## src/rtl/fetch_unit.sv

```systemverilog
// fetch_unit: fetch PC sequencing, instruction-memory handshake, one-entry skid and redirect drain.
// Defining FETCH_ALIGN_CHK_EN enables the sticky misaligned-fetch trap on err.
module fetch_unit (
    input  logic        clk,
    input  logic        rst_n,
    input  logic [15:0] newPC,
    input  logic        redirect,
    input  logic        stall,
    input  logic        halt,
    output logic [15:0] imem_addr,
    output logic        imem_rd,
    input  logic [15:0] imem_data,
    input  logic        imem_done,
    output logic [15:0] instr,
    output logic [15:0] incPC,
    output logic        instr_valid,
    output logic        err
);

    localparam logic [15:0] NOP = 16'h0800;

    typedef enum logic [1:0] { FETCH, DRAIN, HOLD, HALTED } stateType;

    stateType    state;
    logic [15:0] pc;
    logic [15:0] pcPlus2;
    logic [15:0] skidData;
    logic [15:0] issueAddr;
    logic        accept;
    logic        consume;
    logic        issue;
    logic        holdReq;
    logic        badAlign;
    logic        rdNext;

    assign pcPlus2 = pc + 16'd2;
    assign accept  = imem_rd && imem_done;
    assign consume = instr_valid && !stall;

    // Decide whether a new read starts at the coming edge, and at which address.
    always_comb begin
        // NOTE: every output gets a default first, so no latch is inferred.
        issue     = 1'b0;
        issueAddr = pc;
        if (state != HALTED) begin
            if (redirect) begin
                issue     = !(imem_rd && !imem_done);
                issueAddr = newPC;
            end else if (!halt) begin
                case (state)
                    FETCH: begin
                        if (accept) begin
                            issue     = !stall;
                            issueAddr = pcPlus2;
                        end else if (!imem_rd) begin
                            issue = !(instr_valid && stall);
                        end
                    end
                    HOLD:    issue = !stall;
                    DRAIN:   issue = imem_done;
                    default: issue = 1'b0;
                endcase
            end
        end
    end

`ifdef FETCH_ALIGN_CHK_EN
    logic errQ;

    assign badAlign = issue && issueAddr[0];
    assign err      = errQ;

    always_ff @(posedge clk or negedge rst_n) begin
        if (!rst_n)
            errQ <= 1'b0;
        else if (badAlign)
            errQ <= 1'b1;
    end
`else
    assign badAlign = 1'b0;
    assign err      = 1'b0;
`endif

    // An issued read keeps imem_rd high and its address frozen until done, even through a redirect.
    assign holdReq = imem_rd && !imem_done && (redirect || !halt);
    assign rdNext  = (issue && !badAlign) || holdReq;

    always_ff @(posedge clk or negedge rst_n) begin
        if (!rst_n) begin
            state       <= FETCH;
            pc          <= 16'h0000;
            instr       <= NOP;
            incPC       <= 16'h0002;
            instr_valid <= 1'b0;
            imem_rd     <= 1'b0;
            imem_addr   <= 16'h0000;
            skidData    <= 16'h0000;
        end else begin
            imem_rd <= rdNext;
            if (issue && !badAlign)
                imem_addr <= issueAddr;

            if (state != HALTED) begin
                if (redirect) begin
                    pc          <= newPC;
                    instr_valid <= 1'b0;
                    state       <= (imem_rd && !imem_done) ? DRAIN : FETCH;
                end else if (halt) begin
                    instr_valid <= 1'b0;
                    state       <= HALTED;
                end else begin
                    case (state)
                        FETCH: begin
                            if (accept && instr_valid && stall) begin
                                skidData <= imem_data;
                                pc       <= pcPlus2;
                                state    <= HOLD;
                            end else if (accept) begin
                                instr       <= imem_data;
                                incPC       <= pcPlus2;
                                instr_valid <= 1'b1;
                                pc          <= pcPlus2;
                            end else if (consume) begin
                                instr_valid <= 1'b0;
                            end
                        end
                        HOLD: begin
                            // pc already points past the skid entry, so it is the entry's incPC.
                            if (!stall) begin
                                instr       <= skidData;
                                incPC       <= pc;
                                instr_valid <= 1'b1;
                                state       <= FETCH;
                            end
                        end
                        DRAIN: begin
                            if (imem_done)
                                state <= FETCH;
                        end
                        default: ;
                    endcase
                end

                // NOTE: a later non-blocking assignment in the same block overrides earlier ones.
                if (badAlign) begin
                    instr_valid <= 1'b0;
                    state       <= HALTED;
                end
            end
        end
    end

endmodule

```

## config.mk

```make
export PLATFORM = sky130hd
export DESIGN_NAME = fetch_unit
export DESIGN_NICKNAME = d
export VERILOG_FILES = /design/src/rtl/fetch_unit.sv
export SDC_FILE = /design/constraint.sdc
export NUM_CORES = 1
export LEC_CHECK = 0
export BUFFER_PORTS_ARGS = -buffer_cell sky130_fd_sc_hd__buf_2
export CAP_MARGIN = 30
export CORE_UTILIZATION = 35
export DETAILED_ROUTE_END_ITERATION = 10
export GPL_TIMING_DRIVEN = 0
export PLACE_DENSITY = 0.57
export SETUP_SLACK_MARGIN = 0.4
export SYNTH_ARGS = -nofsm -noshare
export SYNTH_HDL_FRONTEND = slang
export SYNTH_SLANG_ARGS = --single-unit
export TNS_END_PERCENT = 50
```

## constraint.sdc

```tcl
create_clock -name clk -period 3.2 [get_ports clk]
set_input_delay 0.16 -clock clk [delete_from_list [all_inputs] [get_ports clk]]
set_output_delay 0.16 -clock clk [all_outputs]
set_load 0.02 [all_outputs]
```

Yosys cells after proc, flatten, opt, wreduce, memory -nomap -nowiden
Cells that the tools add are included.
- add/subtract/negate cells: 1
- $mul: 0
- divide/modulo/power cells: 0
- magnitude comparators: 0
- equality and inequality tests: 12
- shift-type cells: 0
- mux-type cells: 37
- bitwise logic cells: 2
- reduce and logical (&&, ||, !) cells: 24
- operators by type and width (operator ; number):
    16-bit 2-to-1 mux ; 15
    16-bit case mux with 2 select lines ; 2
    16-bit by 2-bit adder with 16-bit output (second input constant) ; 1
    4-bit != test (second input constant) ; 4
    5-bit AND reduction ; 3
    1-bit 2-to-1 mux ; 12
    2-bit 2-to-1 mux ; 5
    2-bit != test (second input constant) ; 5
    1-bit logical AND ; 7
    7-bit AND reduction ; 1
    2-bit case mux with 3 select lines ; 1
    1-bit zero test ; 5
    5-bit != test (second input constant) ; 1
    5-bit nonzero test ; 1
    2-bit nonzero test ; 2
    4-bit nonzero test ; 1
    1-bit case mux with 3 select lines ; 1
    3-bit AND reduction ; 1
    2-bit by 1-bit equality test with 1-bit output (second input constant) ; 1
    2-bit equality test (second input constant) ; 1
    2-bit zero test ; 1
    1-bit logical OR ; 2
    1-bit inverter ; 2
    1-bit case mux with 2 select lines ; 1
- register bits after elaboration: 84
- latch bits: 0
- RAM bits: 0
- memory bits (read-only): 0
- bits of input ports: 38
- output and inout port bits: 51
- word-level logic and storage cells: 84
- memories kept: 0

Depth between registers and ports, before layout
Gate-level depths: netlist of run 1.
- depth after elaboration: 9
- gate-level depth with buffers: 9

Worst setup path after synthesis of run 1
OpenSTA, ideal clock, no wires.
- kind: reg2reg
- start point: register state[0]
- end point: register incPC[2]
- arrival: 1.954 ns
- data required time: 3.075 ns
- slack: 1.122 ns
- stages on the path, launching flop included: 7
- clock period less this slack: 2.078 ns
- cells stage by stage: dfrtp_1 > inv_1 > ha_1 > clkbuf_1 > clkbuf_1 > mux2_2 > mux2_2
- cells in the longest elaborated chain, start to end: 3
- ends and longest elaborated chain (what ; line ; RTL):
    from (decl) ; 24 ; stateType state;
    from (signal assigned) ; 107 ; state <= (imem_rd && !imem_done) ? DRAIN : FETCH;
    2-bit equality test / 2-bit zero test (equally long branches) ; 112 ; case (state)
    2-bit != test (no line) / 2-bit nonzero test (equally long branches) ; - ;
    7-bit AND reduction (no line) ; - ;
    to (signal assigned) ; 120 ; incPC <= pcPlus2;
    to (signal assigned) ; 131 ; incPC <= pc;
    to (decl) ; 15 ; output logic [15:0] incPC,
Parallel ways exist; a longest one is shown, timed or not.
A chain may end at the register's enable or synchronous reset.

Final worst setup path of run 1
Ends and elaborated chain as after synthesis.

==> results of run 1 <==
-- flip-flops by register name, indices dropped and copies added (netlist names) --
signal,flops
imem_rd,1
instr,16
imem_addr,16
incPC,16
state,2
skidData,16
pc,16
instr_valid,1
-- per-layer routing --
layer | GRT usage, % | vias to the layer above
met4 | 7.79 | 0
li1 | - | 1935
met3 | 5.55 | 25
met2 | 34.5 | 120
met5 | 0 | -
met1 | 26.3 | 2035
-- per-stage QoR --
step	util [%]	area (um^2)	hold WS (ns)	setup slack, ns
5_1_grt	43.3	6010	0.0573	0.449
3_3_place_gp	40.6	5640	0.404	0.744
6_report	43.3	6010	0.0519	0.659
4_1_cts	43.3	6010	0.0395	0.640
2_1_floorplan	-	4980	-0.136	1.12
3_5_place_dp	40.9	5670	0.106	0.610
-- tightest hold or removal path: cells and delay by family --
kind	cells	cell delay, ns
AO/OA/AOI/OAI	1	0.07
buffers and inverters	1	0.09
AND/OR/NAND/NOR	1	0.05
-- cells in the final DEF (no fill, tap or decap), drive strengths merged, types with 9 or more instances in the layout --
master / count
nor2: 29
o31ai: 9
inv: 20
mux2: 79
buf: 112
nand3: 9
dfrtp: 82
a21oi: 16
mux2i: 9
xnor2: 12
nand2: 21
clkbuf: 24
nor4: 13
o21ai: 14
nor3: 13
-- cell families after synthesis --
group / count (synthesis) / synth area share (%)
and+or+nand+nor: 130 / 14.6
AOI/OAI and AO/OA: 92 / 13.9
muxes: 88 / 19.7
DFF: 84 / 42.3
buffers and inverters: 55 / 5.55
xor gates and xnor gates: 15 / 2.64
adders and majority gates: 5 / 1.26
other: 1 / 0.0753
-- final cells by class --
class | instances | share of cell area (%)
Multi-Input combinational cell | 331 | 43.2
Sequential cell | 84 | 35.0
Timing Repair Buffer | 89 | 7.91
Clock buffer | 10 | 3.97
Tap cell | 180 | 3.75
Buffer | 38 | 3.54
Clock inverter | 6 | 1.56
Inverter | 17 | 1.06
-- where the power goes --
| group | internal (uW) | switching (uW) |
|---|---|---|
| clock network | 714 | 470 |
| logic | 1140 | 1640 |
| registers | 1530 | 286 |
-- cells in the mapped netlist (3+ instances only) --
library cell	n
a2bb2oi_1	6
ha_1	5
buf_6	3
mux2i_1	9
inv_1	15
o311a_1	4
xnor2_1	12
xor2_1	3
nor2_1	29
a211oi_1	5
mux2_2	79
or3_1	6
a311oi_1	4
or4_1	3
nand2_1	21
nor4_1	13
a21oi_1	15
clkbuf_1	10
nor2b_1	6
buf_2	13
buf_4	7
a211o_1	4
o31ai_1	9
o21ai_0	13
a31oi_1	6
nand3_1	7
nor3_1	13
or4b_2	3
clkbuf_2	4
dfrtp_1	82
and3_1	5
nand2b_1	5
nand4_1	4
nand4b_1	3
o22a_1	4
-- worst max path at each step --
stage	depth (start not counted)	to	slack, ns
global placement	6	instr[14]	0.74
CTS	6	instr[1]	0.64
finish	6	incPC[2]	0.66
global route	6	incPC[2]	0.45
floorplan	6	incPC[2]	1.12
detailed placement	6	incPC[2]	0.61
-- timing repair --
action,CTS,global route
setup buffers,0,0
hold endpoints to repair,26,0
hold buffers,1,0
==> flow_summary.json, run 1 <==
{
  "top_layer": "met4",
  "fin_cells": 755,
  "criticalPathCategory": "reg -> reg",
  "fill_cells": 1365,
  "worst_path_largest_cell_delay_ns": 0.52,
  "synth_edf_count": 0,
  "dr_wl_met2_um": 7020,
  "path_cells": "inv_1 -> ha_1 -> clkbuf_1 -> clkbuf_1 -> mux2_2 -> mux2_2",
  "worst_pin_slew_ns": 0.765,
  "syn_inst": 470,
  "netlist_area_um2": 4980,
  "rr_startpoint": "state[0]",
  "nets": 613,
  "startpoint": "state[0]",
  "clockBufferDepth": 2,
  "yosysTopAreaCell": "dfrtp_1",
  "hold_end": "pc[9]",
  "via_per_inst": 5.45,
  "cts_resized": 0,
  "fmax_ghz": 0.394,
  "cp-start-kind": "register",
  "period_minus_slack_ns": 2.54,
  "postRouteAntennaNets": 0,
  "first_iter_violations": 257,
  "ir_worst_vdd_mv": 0.530,
  "syn_nets": 513,
  "run_status": "finished, final reports clean",
  "routed_wl_um": 14600,
  "dp.cells": 738,
  "crit_family": "buffers and inverters",
  "wire_per_inst_um": 19.4,
  "synth.top_cell.area_share_pct": 41.2,
  "htree_levels": 3,
  "r2r_cells": 6,
  "dr.pass1.iters": 4,
  "synth_seq_cells": 84,
  "seqCellArea_um2": 2100,
  "cts_made_buffers": 9,
  "core-area_um2": 13900,
  "finalHoldViolations": 0,
  "reg2reg_slack_ns": 0.66,
  "ios": 89,
  "synthFlopType": "dfrtp_1",
  "multi_input_area_um2": 2600,
  "power-per-cell-area_nw_per_um2": 960,
  "die_h_um": 121,
  "wl_met1_um": 6350,
  "path_buf_inv": 3,
  "required_ns": 3.44,
  "vias": 4115,
  "yosysWarnings": 0,
  "crit_slowest_cell": "clkbuf_1",
  "whs_path_depth": 3,
  "antenna_cells": 0,
  "setup_viol": 0,
  "yosysSeqAreaShare_pct": 42.3,
  "row_count": 43,
  "path_clk_slew_ns": 0.07,
  "drv_slew": 0,
  "period_share_pct": 79.4,
  "chipWidth_um": 121,
  "tns_ns": 0,
  "grt_usage_pct": 21.0,
  "min_from": "newPC[9]",
  "rr_endpoint": "incPC[2]",
  "grt_pass1_vias": 4386,
  "cts_sinks": 84,
  "clk_latency_ns": 0.35,
  "power_uw": 5770,
  "area_delta_synth_final_pct": 20.8,
  "cts_tree": "yes",
  "p_leak_uw": 0.00265,
  "setup.worst_path.end_class": "register",
  "clock_skew_ns": 0.00916,
  "rsz0062_at_grt": "false",
  "grt_max_degree": 59,
  "gp_routability_congestion": 0.894,
  "dr_wl_met3_um": 888,
  "die-area_um2": 14700,
  "cap_violations": 0,
  "arrival_ns": 2.78,
  "syn_area_per_cell_um2": 10.6,
  "cts_root_buffer": "clkbuf_16",
  "overflow": 0,
  "drive_above_1_share_pct": 39.5,
  "synthArstFlopShare_pct": 100,
  "min_path_type": "in -> reg",
  "drc": 0,
  "grt_pass1_wl_um": 23600,
  "synthTopCellsByArea": "dfrtp_1, mux2_2, nor2_1",
  "antenna_found_initial": 0,
  "crit_path_max_fanout": 10,
  "slew-limit-headroom_pct": 48.9,
  "hpwlAfterDp_um": 10700,
  "port_buffers": 87,
  "initial_core_util_pct": 35.9,
  "synthDistinctLibCells": 68
}
(Power assumes the default switching activity.)
==> inputs of run 2 (changes only) <==
Clock period 3.2 ns to 2.6 ns, I/O delays scaled along.
==> flow_summary.json, run 2 (synthesis gave the netlist of run 1 again) <==
{
  "p_clk_share_pct": 19.7,
  "clk_latency_ns": 0.35,
  "hold_end": "pc[9]",
  "p_sw_share_pct": 41.0,
  "switchingPower_uw": 3040,
  "cp-start-kind": "register",
  "arrival_ns": 2.37,
  "routed_wl_um": 15200,
  "ios": 89,
  "setup.worst_path.end_class": "register",
  "overflow": 0,
  "min_from": "newPC[9]",
  "place_ws_ns": 0.00987,
  "area_delta_synth_final_pct": 26.8,
  "fmax_ghz": 0.468,
  "path_clk_slew_ns": 0.07,
  "nets": 630,
  "dr.pass1.iters": 5,
  "cts_root_buffer": "clkbuf_16",
  "path_buf_inv": 0,
  "final_cell_mix": "buf_2, dfrtp_1, mux2_2, nor2_1, nand2_1",
  "grt_pass1_wl_um": 23700,
  "setup_viol": 0,
  "worst_path_largest_cell_delay_ns": 0.65,
  "path_cells": "ha_1 -> nor2b_1 -> mux2_2 -> mux2_2",
  "period_minus_slack_ns": 2.14,
  "grt_usage_pct": 21.1,
  "drive_above_1_share_pct": 44.3,
  "cts_sinks": 84,
  "rr_endpoint": "imem_addr[0]",
  "post-route-util_pct": 45.5,
  "postRouteAntennaNets": 0,
  "grt_pass1_vias": 4453,
  "layout.cells.most_common": "buf_2",
  "first_iter_violations": 239,
  "slew-limit-headroom_pct": 46.4,
  "seqPwrFrac_pct": 29.9,
  "power-per-cell-area_nw_per_um2": 1170,
  "criticalPathCategory": "reg -> reg",
  "p_comb_share_pct": 50.4,
  "crit_path_max_fanout": 6,
  "rr_startpoint": "state[0]",
  "die-area_um2": 14700,
  "period_share_pct": 82.2,
  "setup_slack_ns": 0.462,
  "initial_core_util_pct": 35.9,
  "path_common_cell": "mux2_2",
  "r2r_cells": 4,
  "p_leak_uw": 0.00278,
  "htree_levels": 3,
  "wire_per_inst_um": 19.7,
  "min_path_type": "in -> reg",
  "core-area_um2": 13900,
  "antenna_found_initial": 0,
  "clockBufferDepth": 2,
  "crit_family": "multiplexers",
  "via_per_inst": 5.51,
  "hpwlAfterDp_um": 10700,
  "grt_max_degree": 59,
  "required_ns": 2.83,
  "drc": 0,
  "vias": 4250,
  "worst_pin_slew_ns": 0.802,
  "whs_path_depth": 3,
  "tns_ns": 0,
  "cap_violations": 0,
  "port_buffers": 87,
  "chipWidth_um": 121,
  "gp_routability_congestion": 0.894,
  "antenna_cells": 0,
  "reg2reg_slack_ns": 0.46,
  "die_h_um": 121,
  "rsz0062_at_grt": "true",
  "cts_tree": "yes",
  "ir_worst_vdd_mv": 0.640,
  "finalHoldViolations": 0,
  "cts_made_buffers": 9,
  "clock_skew_ns": 0.0102,
  "run_status": "finished, final reports clean",
  "crit_slowest_cell": "nor2b_1",
  "drv_slew": 0,
  "row_count": 43,
  "internal_power_uw": 4380
}
[run 2: worst max-delay path by stage]
| stage | startpoint | cells past startpoint | slack (ns) | endpoint |
|---|---|---|---|---|
| CTS | state[0] | 7 | 0.39 | incPC[13] |
| floorplan | state[0] | 6 | 0.52 | incPC[2] |
| finish | state[0] | 4 | 0.46 | imem_addr[0] |
| global placement | state[0] | 6 | 0.14 | instr[14] |
| detailed placement | state[0] | 6 | 0.01 | incPC[2] |
| global route | state[0] | 6 | 0.38 | skidData[9] |
[run 2: final cells by class]
cell class	instances	area (um^2)
flip-flops and latches	84	2110
multi-input cells	331	2660
repair buffers	106	656
well taps	180	225
plain buffers	38	274
inverters	17	63.8
clock inverters	6	93.8
fillers	1335	7560
clock buffers	10	239
[run 2: per-stage QoR]
stage	area [um^2]	std cells	total power, uW	hold WS (ns)
floorplan	4980	470	4590	-0.166
global placement	5640	737	5590	0.374
detailed placement	5670	738	5680	0.0762
CTS	6100	761	7270	0.00949
global route	6320	772	7870	0.0273
finish	6320	772	7420	0.0229
[run 2: layer usage]
metal / part of all wire, % / track usage (%) / wire length, um
met1: 43 / 26.2 / 6610
met2: 48 / 34.7 / 7280
met3: 6.2 / 5.73 / 949
met4: 2.5 / 8.41 / 385
met5: 0 / 0 / 0
[run 2: repair_timing]
| item | 4_1_cts | 5_1_grt |
|---|---|---|
| cloned | 0 | 3 |
| resized for setup | 15 | 27 |
| setup buffers | 6 | 8 |
| hold buffers | 1 | 0 |
| setup endpoints to repair | 71 | 52 |
| pin swaps | 2 | 5 |
| hold endpoints to repair | 26 | 0 |
[run 2: worst register-to-register path, cell delays in order (launching register included)]
cell and delay [ns]:
dfrtp_1 0.41, ha_1 0.28, nor2b_1 0.65, mux2_2 0.42, mux2_2 0.26
[run 2: power by group through the flow]
stage | clock network (uW) | logic (uW) | registers [uW]
2_1_floorplan | 0 | 1900 | 2690
3_3_place_gp | 0 | 3360 | 2230
3_5_place_dp | 0 | 3420 | 2260
4_1_cts | 1500 | 3550 | 2220
5_1_grt | 1540 | 4030 | 2300
6_report | 1460 | 3740 | 2220
==> inputs of run 3 (changes only) <==
Settings changed: PLACE_DENSITY 0.57 to 0.59.
Clock period 2.6 ns to 1.75 ns, I/O delays scaled along.
==> flow_summary.json, run 3 (synthesis gave the netlist of run 1 again) <==
{
  "slew-limit-headroom_pct": 53.5,
  "cts_root_buffer": "clkbuf_16",
  "fmax_ghz": 0.498,
  "rsz0062_at_grt": "true",
  "cts_tree": "yes",
  "power-per-cell-area_nw_per_um2": 1660,
  "p_leak_uw": 0.00332,
  "finalHoldViolations": 0,
  "power_uw": 12500,
  "initial_core_util_pct": 35.9,
  "cts_sinks": 84,
  "crit_family": "simple AND/OR/NAND/NOR gates",
  "via_per_inst": 5.57,
  "p_clk_share_pct": 15.0,
  "core-area_um2": 13900,
  "path_buf_inv": 1,
  "setup.worst_path.end_class": "register",
  "grt_max_degree": 53,
  "switchingPower_uw": 5180,
  "path_clk_slew_ns": 0.07,
  "antenna_cells": 0,
  "violations": "setup timing",
  "layout.cells.most_common": "buf_2",
  "clockBufferDepth": 2,
  "antenna_found_initial": 0,
  "r2r_cells": 5,
  "dp.cells": 738,
  "grt_usage_pct": 23.0,
  "post-route-util_pct": 54.0,
  "ir_worst_vdd_mv": 0.776,
  "ios": 89,
  "port_buffers": 87,
  "multi_input_area_um2": 3230,
  "clock_skew_ns": 0.0108,
  "nets": 680,
  "cts_made_buffers": 9,
  "final_cell_mix": "buf_2, dfrtp_1, mux2_4, mux2_2, buf_4",
  "whs_path_depth": 3,
  "dr.pass1.iters": 5,
  "fill_cells": 1230,
  "setup_slack_ns": -0.260,
  "clk_latency_ns": 0.35,
  "internal_power_uw": 7290,
  "htree_levels": 3,
  "p_comb_share_pct": 57.7,
  "drive_above_1_share_pct": 54.5,
  "required_ns": 1.98,
  "drv_slew": 0,
  "reg2reg_slack_ns": -0.26,
  "gp_routability_congestion": 0.936,
  "die_h_um": 121,
  "hpwlAfterDp_um": 11200,
  "overflow": 0,
  "worst_path_largest_cell_delay_ns": 0.44,
  "first_iter_violations": 269,
  "seqCellArea_um2": 2110,
  "drc": 0,
  "routed_wl_um": 16600,
  "arrival_ns": 2.24,
  "area_delta_synth_final_pct": 50.5,
  "stdcell_area_um2": 7490,
  "min_path_type": "in -> reg",
  "grt_pass1_vias": 4475,
  "p_sw_share_pct": 41.5,
  "criticalPathCategory": "reg -> reg",
  "vias": 4580,
  "tns_ns": -12.36,
  "crit_path_max_fanout": 10,
  "period_share_pct": 115,
  "fin_cells": 822,
  "postRouteAntennaNets": 0,
  "period_minus_slack_ns": 2.01,
  "chipWidth_um": 121,
  "cp-start-kind": "register",
  "seqPwrFrac_pct": 27.2,
  "path_cells": "buf_6 -> nand4_4 -> o311a_1 -> or3_1 -> mux2_4",
  "place_area_um2": 5950,
  "cp.depth": 5,
  "run_status": "complete, but fails checks",
  "wire_per_inst_um": 20.2,
  "grt_pass1_wl_um": 25400,
  "crit_slowest_cell": "o311a_1",
  "setup_viol": 78,
  "row_count": 43,
  "die-area_um2": 14700,
  "cap_violations": 0,
  "worst_pin_slew_ns": 0.698
}
run 3: changes by cell type in the layout (fill, tap and decap cells not counted), sizes merged:
cell and change:
clkbuf -5, buf +35, bufinv -2, dlygate4sd3 +19
inv -1, clkinvlp +1, clkinv +3
run 3: power by group through the flow:
stage                     clock network [uW]  logic (uW)  registers [uW]
after CTS                               1900        6480            3370
after floorplan                            0        3350            4020
after global routing                    2000        7650            3500
after global placement                     0        5560            3350
after detailed placement                   0        5650            3400
final                                   1880        7200            3390
run 3: cell type report:
type / instances / area share (%)
clock buffers: 9 / 3.01
clock inverters: 7 / 0.785
well taps: 180 / 3.01
plain buffers: 38 / 5.29
flip-flops and latches: 84 / 28.1
inverters: 17 / 0.902
repair buffers: 156 / 15.8
multi-input cells: 331 / 43.1
run 3: final timing paths:
kind,start,endpoint
min in group asynchronous,rst_n,imem_addr[12]
worst min register to register,skidData[11],skidData[11]
worst max register to register,imem_rd,imem_addr[11]
worst min-delay path,newPC[10],pc[10]
worst max-delay path,imem_rd,imem_addr[11]
max in group asynchronous,rst_n,instr[11]
run 3: what timing repair did:
item | CTS | global route
pin swaps | 21 | 24
endpoints found under the hold margin | 51 | 0
endpoints found under the setup margin | 84 | 84
gates cloned | 3 | 3
setup buffers | 30 | 12
gates resized for setup | 66 | 73
hold buffers | 20 | 0
run 3: stage by stage:
stage	hold slack [ns]	worst slack, ns
finish	0.0313	-0.260
global route	0.0187	-0.344
CTS	0.00363	-0.280
detailed placement	0.0871	-0.484
global placement	0.325	-0.463
floorplan	-0.208	-0.184
run 3: worst min-delay path, delay by kind of cell:
kind,cells,cell delay [ns]
and+or+nand+nor,1,0.07
buffers and inverters,1,0.11
AOI/OAI and AO/OA,1,0.07
run 3: layer usage:
layer	global-route usage, %	vias up	part of all wire, %
met5	0	-	0
met4	10.1	0	3.6
met3	3.24	47	5.8
met2	36.2	184	47
met1	31.4	2275	43
li1	-	2074	-
